### src/rtl/mixcolumns_engine.sv
// AES MixColumns / InvMixColumns engine.
// A 128-bit state is buffered on acceptance, transformed LANES columns per
// cycle in place, then held on the output until the downstream handshake.
module mixcolumns_engine #(
    parameter int unsigned LANES = 4
) (
    input  logic         clk,
    input  logic         rst_n,
    input  logic         in_valid,
    output logic         in_ready,
    input  logic         in_inv,
    input  logic [127:0] in_state,
    output logic         out_valid,
    input  logic         out_ready,
    output logic [127:0] out_state,
    output logic         busy
);

    localparam int unsigned N  = 4 / LANES;
    localparam int unsigned GW = (N > 1) ? $clog2(N) : 1;

    if (LANES != 1 && LANES != 2 && LANES != 4) begin : g_bad_lanes
        $error("mixcolumns_engine: LANES must be 1, 2 or 4");
    end

    typedef enum logic [1:0] {StIdle, StBusy, StDone} state_e;

    state_e          state_q, state_d;
    logic [GW-1:0]   grp_q, grp_d;
    logic [127:0]    buf_q, buf_d;
    logic            mode_q, mode_d;
    logic            in_ready_q, in_ready_d;
    logic            out_valid_q, out_valid_d;
    logic            busy_q, busy_d;

    logic [31:0]     cols     [4];
    logic [31:0]     ncol     [4];
    logic [1:0]      col_idx  [LANES];
    logic [31:0]     col_in   [LANES];
    logic [31:0]     col_fwd  [LANES];
    logic [31:0]     col_inv  [LANES];
    logic [31:0]     col_out  [LANES];
    logic [127:0]    buf_busy;

    function automatic logic [7:0] xt(input logic [7:0] x);
        return {x[6:0], 1'b0} ^ (x[7] ? 8'h1b : 8'h00);
    endfunction

    function automatic logic [31:0] fwd_mix(input logic [31:0] c);
        logic [7:0] a  [4];
        logic [7:0] m2 [4];
        logic [31:0] o;
        o = '0;
        for (int i = 0; i < 4; i++) begin
            a[i]  = c[31-8*i -: 8];
            m2[i] = xt(a[i]);
        end
        for (int r = 0; r < 4; r++) begin
            o[31-8*r -: 8] = m2[r] ^ (m2[(r+1)%4] ^ a[(r+1)%4]) ^ a[(r+2)%4] ^ a[(r+3)%4];
        end
        return o;
    endfunction

    function automatic logic [31:0] inv_mix(input logic [31:0] c);
        logic [7:0] a [4];
        logic [7:0] m9 [4];
        logic [7:0] mb [4];
        logic [7:0] md [4];
        logic [7:0] me [4];
        logic [7:0] x2, x4, x8;
        logic [31:0] o;
        o = '0;
        for (int i = 0; i < 4; i++) begin
            a[i]  = c[31-8*i -: 8];
            x2    = xt(a[i]);
            x4    = xt(x2);
            x8    = xt(x4);
            m9[i] = x8 ^ a[i];
            mb[i] = x8 ^ x2 ^ a[i];
            md[i] = x8 ^ x4 ^ a[i];
            me[i] = x8 ^ x4 ^ x2;
        end
        for (int r = 0; r < 4; r++) begin
            o[31-8*r -: 8] = me[r] ^ mb[(r+1)%4] ^ md[(r+2)%4] ^ m9[(r+3)%4];
        end
        return o;
    endfunction

    for (genvar c = 0; c < 4; c++) begin : g_cols
        assign cols[c] = buf_q[127-32*c -: 32];
    end

    // One column unit per lane; both modes computed, mode_q picks the result.
    for (genvar l = 0; l < LANES; l++) begin : g_lane
        if (N == 1) begin : g_fixed
            assign col_idx[l] = 2'(l);
        end else begin : g_mux
            assign col_idx[l] = 2'(32'(grp_q) * LANES + 32'(l));
        end
        assign col_in[l]  = cols[col_idx[l]];
        assign col_fwd[l] = fwd_mix(col_in[l]);
        assign col_inv[l] = inv_mix(col_in[l]);
        assign col_out[l] = mode_q ? col_inv[l] : col_fwd[l];
    end

    // Write the transformed group back into its column slots.
    always_comb begin
        for (int c = 0; c < 4; c++) begin
            ncol[c] = cols[c];
        end
        for (int l = 0; l < LANES; l++) begin
            ncol[col_idx[l]] = col_out[l];
        end
        buf_busy = {ncol[0], ncol[1], ncol[2], ncol[3]};
    end

    // Next-state and registered-output decode.
    always_comb begin
        state_d = state_q;
        grp_d   = grp_q;
        buf_d   = buf_q;
        mode_d  = mode_q;
        unique case (state_q)
            StIdle: begin
                if (in_valid && in_ready_q) begin
                    buf_d   = in_state;
                    mode_d  = in_inv;
                    grp_d   = '0;
                    state_d = StBusy;
                end
            end
            StBusy: begin
                buf_d = buf_busy;
                if (grp_q == GW'(N - 1)) begin
                    grp_d   = '0;
                    state_d = StDone;
                end else begin
                    grp_d = grp_q + GW'(1);
                end
            end
            StDone: begin
                if (out_ready) begin
                    state_d = StIdle;
                end
            end
            default: state_d = StIdle;
        endcase
        in_ready_d  = (state_d == StIdle);
        out_valid_d = (state_d == StDone);
        busy_d      = (state_d == StBusy) || (state_d == StDone);
    end

    // State and output registers; reset discards any in-flight block.
    always_ff @(posedge clk or negedge rst_n) begin
        if (!rst_n) begin
            state_q     <= StIdle;
            grp_q       <= '0;
            buf_q       <= '0;
            mode_q      <= 1'b0;
            in_ready_q  <= 1'b0;
            out_valid_q <= 1'b0;
            busy_q      <= 1'b0;
        end else begin
            state_q     <= state_d;
            grp_q       <= grp_d;
            buf_q       <= buf_d;
            mode_q      <= mode_d;
            in_ready_q  <= in_ready_d;
            out_valid_q <= out_valid_d;
            busy_q      <= busy_d;
        end
    end

    assign in_ready  = in_ready_q;
    assign out_valid = out_valid_q;
    assign busy      = busy_q;
    // Partial results in the buffer are never exposed.
    assign out_state = out_valid_q ? buf_q : '0;

endmodule

### config.mk
export PLATFORM = sky130hd
export DESIGN_NAME = mixcolumns_engine
export DESIGN_NICKNAME = d
export VERILOG_FILES = /design/src/rtl/mixcolumns_engine.sv
export SDC_FILE = /design/constraint.sdc
export NUM_CORES = 1
export LEC_CHECK = 0
export CAP_MARGIN = 10
export CORE_MARGIN = 3
export CORE_UTILIZATION = 50
export CTS_CLUSTER_SIZE = 40
export DETAILED_ROUTE_END_ITERATION = 7
export PLACE_DENSITY = 0.73
export SYNTH_ARGS = -nofsm -noshare
export SYNTH_HDL_FRONTEND = slang
export SYNTH_SLANG_ARGS = --single-unit
### constraint.sdc
create_clock -name clk -period 6.8 [get_ports clk]
set_input_delay 0.68 -clock clk [delete_from_list [all_inputs] [get_ports clk]]
set_output_delay 0.68 -clock clk [all_outputs]
set_load 0.03 [all_outputs]
# After elaboration in Yosys (flattened, before gate mapping)
# Index checks and enable logic that the tools add are counted.
# totals
regBits	135
latchBits	0
mem_bits_rw	0
rom_bits	0
in_bits	133
out_inout_bits	131
elab_cells	338
memories	0
# classes
add_sub_neg	1
mul	0
n_div	0
n_lt_le_gt_ge	0
eq_ne	5
shifts	0
mux	62
n_bitwise	256
n_reduce_logical	7
# ops
cell	count
8-bit bitwise XOR	208
8-bit by 5-bit bitwise XOR with 8-bit output	48
128-bit two-way mux	2
128-bit one-hot mux with 2 select lines	1
5-bit two-way mux	48
32-bit two-way mux	4
2-bit two-way mux	3
2-bit one-hot mux with 3 select lines	1
2-bit by 1-bit equality test with 1-bit output, second input constant	2
2-bit equality test, second input constant	2
2-bit logical NOT	2
2-bit AND reduction	2
1-bit two-way mux	2
2-bit != test, second input constant	1
1-bit one-hot mux with 2 select lines	1
2-bit nonzero test	1
1-bit adder, second input constant	1
1-bit logical AND	1
1-bit logical OR	1

# Depth between registers and ports, before layout
# Gate-level depths: netlist of run 1.
# depth
ltp_word	13
ltp_mapped	9
depth_no_buf	7

# Worst setup path before layout of run 1
# Ideal clock, no wire load.
# synth_timing
kind	register -> register
startpoint	register buf_q[117]
endpoint	register buf_q[100]
setup_time_ns	0.137
arrival_time_ns	2.074
required_time_ns	6.663
path_slack_ns	4.589
path_stages_with_launch	9
n_path_buf	1
period_less_slack_ns	2.211
path_cell_list	dfrtp_1 buf_4 xnor3_1 xnor3_1 xnor2_1 xor2_1 a21oi_1 xor2_1 a21oi_1
# synth_via
elab_chain_len	10
# synth_lines
element	line_no	text
from (decl)	30	logic [127:0] buf_q, buf_d;
from (signal assigned)	166	buf_q <= buf_d;
8-bit by 5-bit bitwise XOR with 8-bit output (2 in a row)	46	return {x[6:0], 1'b0} ^ (x[7] ? 8'h1b : 8'h00);
5-bit two-way mux	46	
8-bit by 5-bit bitwise XOR with 8-bit output	46	
8-bit bitwise XOR (2 in a row)	80	md[i] = x8 ^ x4 ^ a[i];
8-bit bitwise XOR (2 in a row)	84	o[31-8*r -: 8] = me[r] ^ mb[(r+1)%4] ^ md[(r+2)%4] ^ m9[(r+3)%4];
32-bit two-way mux	103	assign col_out[l] = mode_q ? col_inv[l] : col_fwd[l];
128-bit one-hot mux with 2 select lines	123	unique case (state_q)
# Every way passes these cells.
# A chain may end at the register's enable or synchronous reset.

# Final worst setup path of run 1
# layout_timing
startpoint	input port in_valid
endpoint	register buf_q[5]
# layout_via
elab_chain_len	3
# layout_lines
element	line_no	text
from (decl)	9	input logic in_valid,
1-bit logical AND	125	if (in_valid && in_ready_q) begin
2-bit != test (no line)	--	
2-bit AND reduction (no line)	--	
# Every way passes these cells.

==> results of run 1 <==
==> registers in the layout (all words and copies together) (netlist names) <==
signal / flops
buf_q: 128
busy: 1
in_ready: 1
mode_q: 1
out_valid: 1
state_q: 2
==> final timing paths <==
| path | startpoint | endpoint | slack, ns | cells after the start |
|---|---|---|---|---|
| setup / recovery | in_valid | buf_q[5] | 3.25 | 9 |
| hold / removal | rst_n | buf_q[110] | 0.21 | 1 |
| setup reg to reg | state_q[1] | buf_q[59] | 3.44 | 5 |
| hold reg to reg | buf_q[120] | buf_q[120] | 0.65 | 2 |
| max in group asynchronous | rst_n | mode_q | 5.18 | 2 |
| min in group clk | buf_q[120] | buf_q[120] | 0.65 | 2 |
==> synth_stat cells, types with 25 or more instances <==
| library cell | n | area (sq um) |
|---|---|---|
| sky130_fd_sc_hd__xnor2_1 | 645 | 5649 |
| sky130_fd_sc_hd__xor2_1 | 228 | 1997 |
| sky130_fd_sc_hd__nand2_1 | 192 | 720.7 |
| sky130_fd_sc_hd__dfrtp_1 | 134 | 3353 |
| sky130_fd_sc_hd__and2_1 | 129 | 807.0 |
| sky130_fd_sc_hd__clkbuf_1 | 100 | 375.4 |
| sky130_fd_sc_hd__nor2_1 | 97 | 364.1 |
| sky130_fd_sc_hd__buf_2 | 67 | 335.3 |
| sky130_fd_sc_hd__a21oi_1 | 60 | 300.3 |
| sky130_fd_sc_hd__a31oi_1 | 51 | 319.1 |
| sky130_fd_sc_hd__o21ai_0 | 42 | 210.2 |
| sky130_fd_sc_hd__xnor3_1 | 28 | 630.6 |
| sky130_fd_sc_hd__and3_1 | 25 | 156.4 |
==> per-stage QoR <==
step                worst slack, ns  instance area (sq um)
finish                        3.250                  20240
global route                  3.091                  20240
CTS                           3.295                  20240
detailed placement            2.863                  19640
global placement              2.955                  19640
floorplan                     4.589                  17190
==> logic make-up (layout without fill, tap and decap cells) <==
kind of cell | Yosys count | after routing | synth area share [%]
buffers and inverters | 197 | 316 | 5.291
and+or+nand+nor | 459 | 459 | 12.45
adders and majority gates | 2 | 2 | 0.1455
AOI/OAI and AO/OA | 256 | 256 | 9.586
DFF | 134 | 134 | 19.51
muxes | 18 | 18 | 1.048
xor gates and xnor gates | 935 | 935 | 51.98
==> per-layer routing <==
metal  track usage [%]  wire length, microns  vias to the layer above
met2             48.72                 25540                      596
met5                 0                     0                        -
met1             40.53                 23920                     6890
met4             8.637                  1305                        0
li1                  -                     -                     6620
met3             3.704                  3436                      103
==> critical path, delay by kind of cell <==
kind	cells	cell delay [ns]
and+or+nand+nor	3	1.31
buffers and inverters	4	1.68
AOI/OAI and AO/OA	2	0.20
==> layout make-up <==
type	count	area share (%)
Multi-Input combinational cell	1670	63.97
Sequential cell	134	16.58
Timing Repair Buffer	279	13.60
Tap cell	448	2.769
Clock buffer	18	2.120
Clock inverter	14	0.8653
Inverter	5	0.09889
==> metrics.json, run 1 <==
{
  "final_period_utilization_pct": 52.21,
  "detailed_place_hpwl_mm": 38.74,
  "antenna_left": 0,
  "insertedDiodeCount": 0,
  "crit_path_max_incr_delay_ns": 0.68,
  "syn_avg_cell_area_sq_um": 8.591,
  "arrival_ns": 3.90,
  "ctsRootBufferMaster": "sky130_fd_sc_hd__clkbuf_16",
  "fin_cells": 2568,
  "cpMostUsedCell": "sky130_fd_sc_hd__buf_4",
  "critical_path_fanout_max": 47,
  "tritoncts_clock_tree": "yes",
  "multi_input_comb_area_sq_um": 12950,
  "postSynthNetCount": 2136,
  "areaGrowthSynthToFinish_pct": 17.77,
  "end_kind": "flip-flop",
  "edff_count_synth": 0,
  "ctsHoldBuffers": 0,
  "final_cell_mix": "sky130_fd_sc_hd__xnor2_1, sky130_fd_sc_hd__clkdlybuf4s50_1, sky130_fd_sc_hd__xor2_1, sky130_fd_sc_hd__nand2_1, sky130_fd_sc_hd__dfrtp_1",
  "cap_viol_max_count": 0,
  "clock_skew_ns": 0.008835,
  "yosys_warnings": 0,
  "tightestPinTransition_ns": 1.075,
  "synth_top_flop_cell": "sky130_fd_sc_hd__dfrtp_1",
  "drt_iter0_drc": 1088,
  "postCtsSetupBuffers": 0,
  "fin_nets": 2242,
  "place.gp.congestion": 0.9423,
  "synth_cell_type_count": 50,
  "routed-via-count": 14209,
  "timing.final.hold_violations": 0,
  "postSynthCellCount": 2001,
  "antenna_found_initial": 0,
  "die_w_microns": 191.4,
  "detail_route.first_pass.iterations": 5,
  "ctsLongestPathBuffers": 2,
  "utilization_pct": 60.07,
  "global_route.usage.total_pct": 29.51,
  "startpoint_type": "primary input",
  "post_drt_via_cell_ratio": 5.533,
  "grt_setup_unrepaired": "false",
  "worst_ep_required_time_ns": 7.15,
  "post_cts_resized": 0,
  "crit_path_max_delay_cell_type": "sky130_fd_sc_hd__clkinv_2",
  "timing.fmax_ghz": 0.2817,
  "buffer_ports.inserted": 263,
  "syn-cell-area_sq_um": 17190,
  "die-area_sq_um": 36640,
  "initial_utilization_pct": 51.01,
  "cts_max_level": 4,
  "clkSinkCount": 134,
  "grt_pass1_vias": 14518,
  "area.sequential_sq_um": 3356,
  "place.detailed.instances": 2536,
  "critical_path.cell_chain": "clkdlybuf4s50_1 > nand2_1 > buf_4 > or3_4 > clkinv_2 > nor2_1 > buf_4 > a221oi_1 > o21ai_0",
  "core_area_sq_um": 33700,
  "seq_area_frac_synth_pct": 19.51,
  "first_pass_grt_wire_length_mm": 84.79,
  "worst_setup_hold_path_clk_slew_ns": 0.07,
  "outcome": "completed",
  "overflow": 0,
  "totalNegativeSetupSlack_ns": 0,
  "share_of_layout_cells_above_drive_strength_1_pct": 4.104,
  "top_level_pins": 264,
  "totalWireLength_mm": 54.20,
  "routed_wire_length_per_instance_microns": 21.11,
  "period_needed_ns": 3.550,
  "floorplan.rows": 67,
  "grt_start_max_net_pins": 101,
  "remaining_drc_errors": 0,
  "worst_slew_margin_rel_pct": 28.06,
  "async_reset_ff_share_pct": 100.0,
  "final-setup-viol-count": 0,
  "die_height_microns": 191.4,
  "holdWs_ns": 0.2136,
  "worstSkewPairLatency_ns": 0.44,
  "report.final.slew_viol_count": 0,
  "most_common_library_cell_in_the_layout_ignoring_fill_and_taps": "sky130_fd_sc_hd__xnor2_1",
  "cts_buffers": 17,
  "postSynthRegisterBits": 134,
  "fillerInstances": 3020,
  "criticalPathCategory": "primary input to flip-flop",
  "min_path_type": "primary input to async pin"
}
Power of run 1 is not shown: default switching activity piles up to over one toggle a cycle in this logic, so the estimate is an artifact.
==> inputs of run 2 (changes only) <==
clock period = 3.3 ns   (was 6.8 ns; I/O delays follow)
==> run 2 against run 1 <==
Final cell count is 2.0% higher. Count of clock-buffer cells in the layout did not move. Final area increased by 2.1%. Critical endpoint is now buf_q[3].
==> metrics.json, run 2 (synthesis gave the netlist of run 1 again) <==
{
  "outcome": {"value": "completed", "change": "unchanged"},
  "worstSkewPairLatency": {"value": 0.45, "unit": "ns", "change": "was 0.44 ns"},
  "timing.final.hold_violations": {"value": 0, "change": "unchanged"},
  "routed-via-count": {"value": 14327, "change": "was 14209"},
  "fillerInstances": {"value": 3020, "change": "unchanged"},
  "detail_route.first_pass.iterations": {"value": 6, "change": "was 5"},
  "detailed_place_hpwl": {"value": 40.57, "unit": "mm", "change": "was 38.74 mm"},
  "final-setup-viol-count": {"value": 0, "change": "unchanged"},
  "crit_path_max_incr_delay": {"value": 0.78, "unit": "ns", "change": "was 0.68 ns"},
  "timing.reg2reg.setup_slack": {"value": 0.59, "unit": "ns", "change": "was 3.44 ns"},
  "worst_ep_required_time": {"value": 3.64, "unit": "ns", "change": "was 7.15 ns"},
  "totalNegativeSetupSlack": {"value": 0, "unit": "ns", "change": "unchanged"},
  "place.gp.congestion": {"value": 0.9623, "change": "was 0.9423"},
  "criticalPathCategory": {"value": "flip-flop to flip-flop", "change": "was primary input to flip-flop"},
  "core_area": {"value": 33700, "unit": "sq um", "change": "unchanged"},
  "floorplan.rows": {"value": 67, "change": "unchanged"},
  "final_cell_mix": {"value": "sky130_fd_sc_hd__xnor2_1, sky130_fd_sc_hd__clkdlybuf4s50_1, sky130_fd_sc_hd__xor2_1, sky130_fd_sc_hd__nand2_1, sky130_fd_sc_hd__dfrtp_1", "change": "unchanged"},
  "worst_slew_margin_rel": {"value": 20.65, "unit": "%", "change": "was 28.06%"},
  "die-area": {"value": 36640, "unit": "sq um", "change": "unchanged"},
  "remaining_drc_errors": {"value": 0, "change": "unchanged"},
  "worst_setup_hold_path_clk_slew": {"value": 0.07, "unit": "ns", "change": "about the same"},
  "critical_path_fanout_max": {"value": 10, "change": "was 47"},
  "critical_path.top_delay_family": {"value": "XOR/XNOR gates", "change": "was buffers and inverters"},
  "holdWs": {"value": 0.4433, "unit": "ns", "change": "was 0.2136 ns"},
  "global_route.usage.total": {"value": 30.32, "unit": "%", "change": "was 29.51%"},
  "largest_register": {"value": "buf_q", "change": "unchanged"},
  "totalWireLength": {"value": 55.44, "unit": "mm", "change": "was 54.20 mm"},
  "final_period_utilization_pct": 82.08,
  "startpoint_type": {"value": "flip-flop", "change": "was primary input"},
  "areaGrowthSynthToFinish": {"value": 20.20, "unit": "%", "change": "was 17.77%"},
  "largest_reg_flops": {"value": 128, "change": "unchanged"},
  "first_pass_grt_wire_length": {"value": 86.24, "unit": "mm", "change": "was 84.79 mm"},
  "largest_regs": {"value": "buf_q x128, state_q x2", "change": "unchanged"},
  "tightestPinTransition": {"value": 1.186, "unit": "ns", "change": "was 1.075 ns"},
  "cap_viol_max_count": {"value": 0, "change": "unchanged"},
  "end_kind": {"value": "flip-flop", "change": "unchanged"},
  "grt_pass1_vias": {"value": 14740, "change": "was 14518"},
  "cpMostUsedCell": {"value": "sky130_fd_sc_hd__xnor2_1", "change": "was sky130_fd_sc_hd__buf_4"},
  "period_needed_ns": 2.709,
  "die_height": {"value": 191.4, "unit": "microns", "change": "unchanged"},
  "insertedDiodeCount": {"value": 0, "change": "unchanged"},
  "routed_wire_length_per_instance": {"value": 21.16, "unit": "microns", "change": "was 21.11 microns"},
  "post_drt_via_cell_ratio": {"value": 5.468, "change": "was 5.533"},
  "ctsHoldBuffers": {"value": 1, "change": "was 0"},
  "cts_buffers": {"value": 17, "change": "unchanged"},
  "postCtsSetupBuffers": {"value": 0, "change": "unchanged"},
  "fin_nets": {"value": 2294, "change": "was 2242"},
  "critical_path.cell_chain": {"value": "xnor3_1 > xor3_1 > xor2_1 > xnor2_1 > xnor2_1 > nor2_1 > a221oi_1", "change": "was clkdlybuf4s50_1 > nand2_1 > buf_4 > or3_4 > clkinv_2 > nor2_1 > buf_4 > a221oi_1 > o21ai_0"},
  "drt_iter0_drc": {"value": 1079, "change": "was 1088"},
  "overflow": {"value": 0, "change": "unchanged"},
  "arrival": {"value": 3.05, "unit": "ns", "change": "was 3.90 ns"},
  "most_common_library_cell_in_the_layout_ignoring_fill_and_taps": {"value": "sky130_fd_sc_hd__xnor2_1", "change": "unchanged"},
  "antenna_found_initial": {"value": 2, "change": "was 0"},
  "timing.fmax_ghz": 0.3692,
  "top_level_pins": {"value": 264, "change": "unchanged"},
  "antenna_left": {"value": 0, "change": "unchanged"},
  "share_of_layout_cells_above_drive_strength_1": {"value": 6.400, "unit": "%", "change": "was 4.104%"},
  "post_cts_resized": {"value": 0, "change": "unchanged"},
  "clkSinkCount": {"value": 134, "change": "unchanged"},
  "ctsLongestPathBuffers": {"value": 2, "change": "unchanged"},
  "buffer_ports.inserted": {"value": 263, "change": "unchanged"},
  "min_path_type": {"value": "primary input to flip-flop", "change": "was primary input to async pin"},
  "clock_skew": {"value": 0.007855, "unit": "ns", "change": "was 0.008835 ns"},
  "die_w": {"value": 191.4, "unit": "microns", "change": "unchanged"},
  "grt_setup_unrepaired": {"value": "false", "change": "unchanged"},
  "cts_max_level": {"value": 4, "change": "unchanged"},
  "initial_utilization": {"value": 51.01, "unit": "%", "change": "unchanged"},
  "crit_path_max_delay_cell_type": {"value": "sky130_fd_sc_hd__dfrtp_1", "change": "was sky130_fd_sc_hd__clkinv_2"},
  "grt_start_max_net_pins": {"value": 137, "change": "was 101"},
  "ctsRootBufferMaster": {"value": "sky130_fd_sc_hd__clkbuf_16", "change": "unchanged"},
  "cp_num_buf_inv": {"value": 0, "change": "was 4"},
  "report.final.slew_viol_count": {"value": 0, "change": "unchanged"},
  "tritoncts_clock_tree": {"value": "yes", "change": "unchanged"}
}
## run 2: cell types whose count changed in the layout (fill, tap and decap cells not counted), sizes merged
cell | before | now
bufinv | 3 | 1
dlygate4sd3 | 0 | 1
clkinv | 6 | 8
buf | 17 | 68
## run 2: worst register-to-register path, delay by kind of cell, from the launching register on
family	cells	cell delay, ns
compound gates	1	0.22
xor+xnor	5	1.53
flops	1	0.78
simple gates	1	0.08
## run 2: final cells by class
cell class,instances,area [sq um],share of cell area [%]
sequential,134,3356,16.24
tap,448,560.5,2.713
inverter,5,20.02,0.09689
clock buffer,18,439.2,2.125
timing repair buffer,331,3209,15.53
clock inverter,14,127.6,0.6177
multi-input combinational,1670,12950,62.67
## run 2: final timing paths
path	from	endpoint	cells after the start
max	buf_q[5]	buf_q[3]	7
max reg2reg	buf_q[5]	buf_q[3]	7
min in group asynchronous	rst_n	buf_q[103]	2
max in group asynchronous	rst_n	buf_q[61]	3
min reg2reg	buf_q[103]	buf_q[103]	2
min	in_state[104]	buf_q[104]	3
## run 2: routing by layer
layer	up-vias	global-route usage (%)	part of all wire [%]
li1	6717	-	-
met1	6987	40.52	44
met2	531	50.34	48
met3	88	5.006	6.4
met4	4	9.286	2.3
met5	-	0	0.041
## run 2: per-stage QoR
step	cells	setup WS (ns)	instance area, sq um	util [%]
2_1_floorplan	2001	1.089	17190	-
3_3_place_gp	2587	0.5236	20090	59.60
3_5_place_dp	2587	0.5072	20090	59.60
4_1_cts	2620	0.5931	20660	61.31
5_1_grt	2620	0.4612	20660	61.31
6_report	2620	0.5912	20660	61.31
Power of run 2 is left out for the same reason.
==> patch: new RTL, settings of run 2 <==
Set the parameter `LANES` to 2 (it was 4).
--- a/src/rtl/mixcolumns_engine.sv
+++ b/src/rtl/mixcolumns_engine.sv
@@ -2,7 +2,7 @@
 // A 128-bit state is buffered on acceptance, transformed LANES columns per
 // cycle in place, then held on the output until the downstream handshake.
 module mixcolumns_engine #(
-    parameter int unsigned LANES = 4
+    parameter int unsigned LANES = 2
 ) (
     input  logic         clk,
     input  logic         rst_n,
Function: changed (a bounded check fails within 4 cycles, from zero or initial values and one cycle with rst_n low).
==> patch against run 2 <==
Critical path depth unchanged; die area down 2.9%; setup slack worse by 0.46 ns; core utilization up 2.2 points; clock skew up 0.0075 ns; wire length up 21%; sequential share of layout area up 0.069 points; area after synthesis down 3.0%; worst hold slack better by 0.028 ns; final area up 0.58%; sequential cell count up 1; count of clock-buffer cells in the layout up 5; critical path type unchanged; highest routed layer is now met4.
Power is left out: the tool's default activity adds up to more than one toggle a clock period on the data nets, which glitch-free logic cannot reach.
==> patch: results (changes against run 2) <==
final_layout:
  diodes: 0  # unchanged
  fin_nets: 2197  # was 2294
  drive_gt1_share_pct: 12.5  # was 6.40%
placement:
  io_buffer_count: 263  # unchanged
  finalWeightedCongestion: 1.02  # was 0.962
  dp_hpwl_mm: 51.8  # was 40.6 mm
timing:
  relSlewSlack_pct: 36.1  # was 20.6%
  maxSlewViolCount: 0  # unchanged
  skew_ns: 0.0154  # was 0.00785 ns
synthesis:
  seq_area_frac_synth_pct: 20.3  # was 19.5%
  synth_area_leaders: "dfrtp_1, xnor2_1, xor2_1, mux2i_1, xnor3_1"  # was xnor2_1, dfrtp_1, xor2_1, and2_1, nand2_1
  yosys-top-cells-count: "xnor2_1, xor2_1, dfrtp_1, and2_1, mux2i_1"  # was xnor2_1, xor2_1, nand2_1, dfrtp_1, and2_1
  ys_types: 48  # was 50
  yosysWarnings: 0  # unchanged
  async_flop_share_pct: 100  # unchanged
  syn_nets: 1966  # was 2136
grt:
  grt_util_all_layers_pct: 37.4  # was 30.3%
  grt_pass1_wl_mm: 98.7  # was 86.2 mm
  use_met3_pct: 9.64  # was 5.01%
  antenna_found_initial: 0  # was 2
  grt_max_degree: 90  # was 137
  grt_use_met1_pct: 58.7  # was 40.5%
  gr-usage-met2_pct: 51.3  # was 50.3%
route:
  dr.first_iter.drc_count: 1863  # was 1079
  wl_mm: 67.4  # was 55.4 mm
  via_count: 14900  # was 14300
  drtPass1Iterations: 8  # was 6
clock_network:
  clk_latency_ns: 0.45  # about the same
  cts.reportedPaths.clkPinSlew_ns: 0.06
  htree_num_levels: 4  # unchanged
  clockRootBuffer: "clkbuf_16"  # unchanged
run_status:
  status: "finished clean"  # unchanged
setup_path:
  crit_path_max_fanout: 58  # was 10
worst_hold_path:
  hp-class: "in2reg"  # unchanged
patch: changes by cell type after synthesis, moves of 18 or more:
cell,before,now
a22oi_1,16,70
a31oi_1,51,0
buf_1,8,29
buf_2,67,33
clkbuf_1,100,119
mux2i_1,18,121
mux2i_2,0,18
mux2i_4,0,18
nand2_1,192,60
o21ai_0,42,91
o21ai_1,0,23
o22ai_1,21,2
xnor2_1,645,367
xor2_1,228,262
patch: cell type report:
type	count	area (um2)
Sequential cell	135	3390
Tap cell	442	553
Timing Repair Buffer	425	3970
Clock inverter	8	101
Multi-Input combinational cell	1479	12300
Fill cell	2816	11900
Clock buffer	23	458
Inverter	4	22.5
patch: metrics by stage:
step           hold WS (ns)  std cells  worst slack, ns  utilization [%]  cell area, um2
2_1_floorplan        0.0344       1831            0.697                -           16700
6_report              0.471       2516            0.129             63.6           20800
3_3_place_gp          0.466       2484            0.111             61.7           20200
5_1_grt               0.484       2516           0.0598             63.6           20800
4_1_cts               0.453       2516           0.0420             63.5           20800
3_5_place_dp          0.470       2484           0.0731             61.7           20200
patch: worst max-delay path, stage by stage (launching register included):
cell and delay [ns]:
dfrtp_4 0.46, buf_12 0.38, mux2i_1 0.28, xnor2_1 0.82
xnor2_1 0.18, xnor2_1 0.45, a211oi_1 0.15, a221o_1 0.29
patch: per-layer routing:
metal	wire length [um]	vias to the layer above
li1	-	6521
met1	30800	7322
met2	26900	991
met3	8550	95
met4	1130	0
met5	0	-
patch: cell families (layout without fill, tap and decap cells):
group | count (synthesis) | in the layout | synth area share [%]
compound gates | 313 | 313 | 11.8
mux | 163 | 163 | 11.6
fa+ha+maj | 2 | 2 | 0.150
flops | 135 | 135 | 20.3
simple gates | 316 | 316 | 9.61
xor+xnor | 685 | 685 | 40.4
buf+inv | 217 | 460 | 6.22
patch: final timing paths:
kind                       slack, ns  startpoint  cells past startpoint          to
max                             0.13       grp_q                      7  buf_q[109]
min                             0.47      in_inv                      3      mode_q
max reg2reg                     0.13       grp_q                      7  buf_q[109]
min reg2reg                     0.51  buf_q[127]                      2  buf_q[127]
max in group asynchronous       1.94       rst_n                      3   buf_q[53]
min in group asynchronous       0.54       rst_n                      2    buf_q[9]
patch: repair_timing:
item / 4_1_cts / 5_1_grt
hold endpoints to repair: 10 / 0
resized for setup: 0 / 5
hold buffers: 1 / 0
setup endpoints to repair: 0 / 8
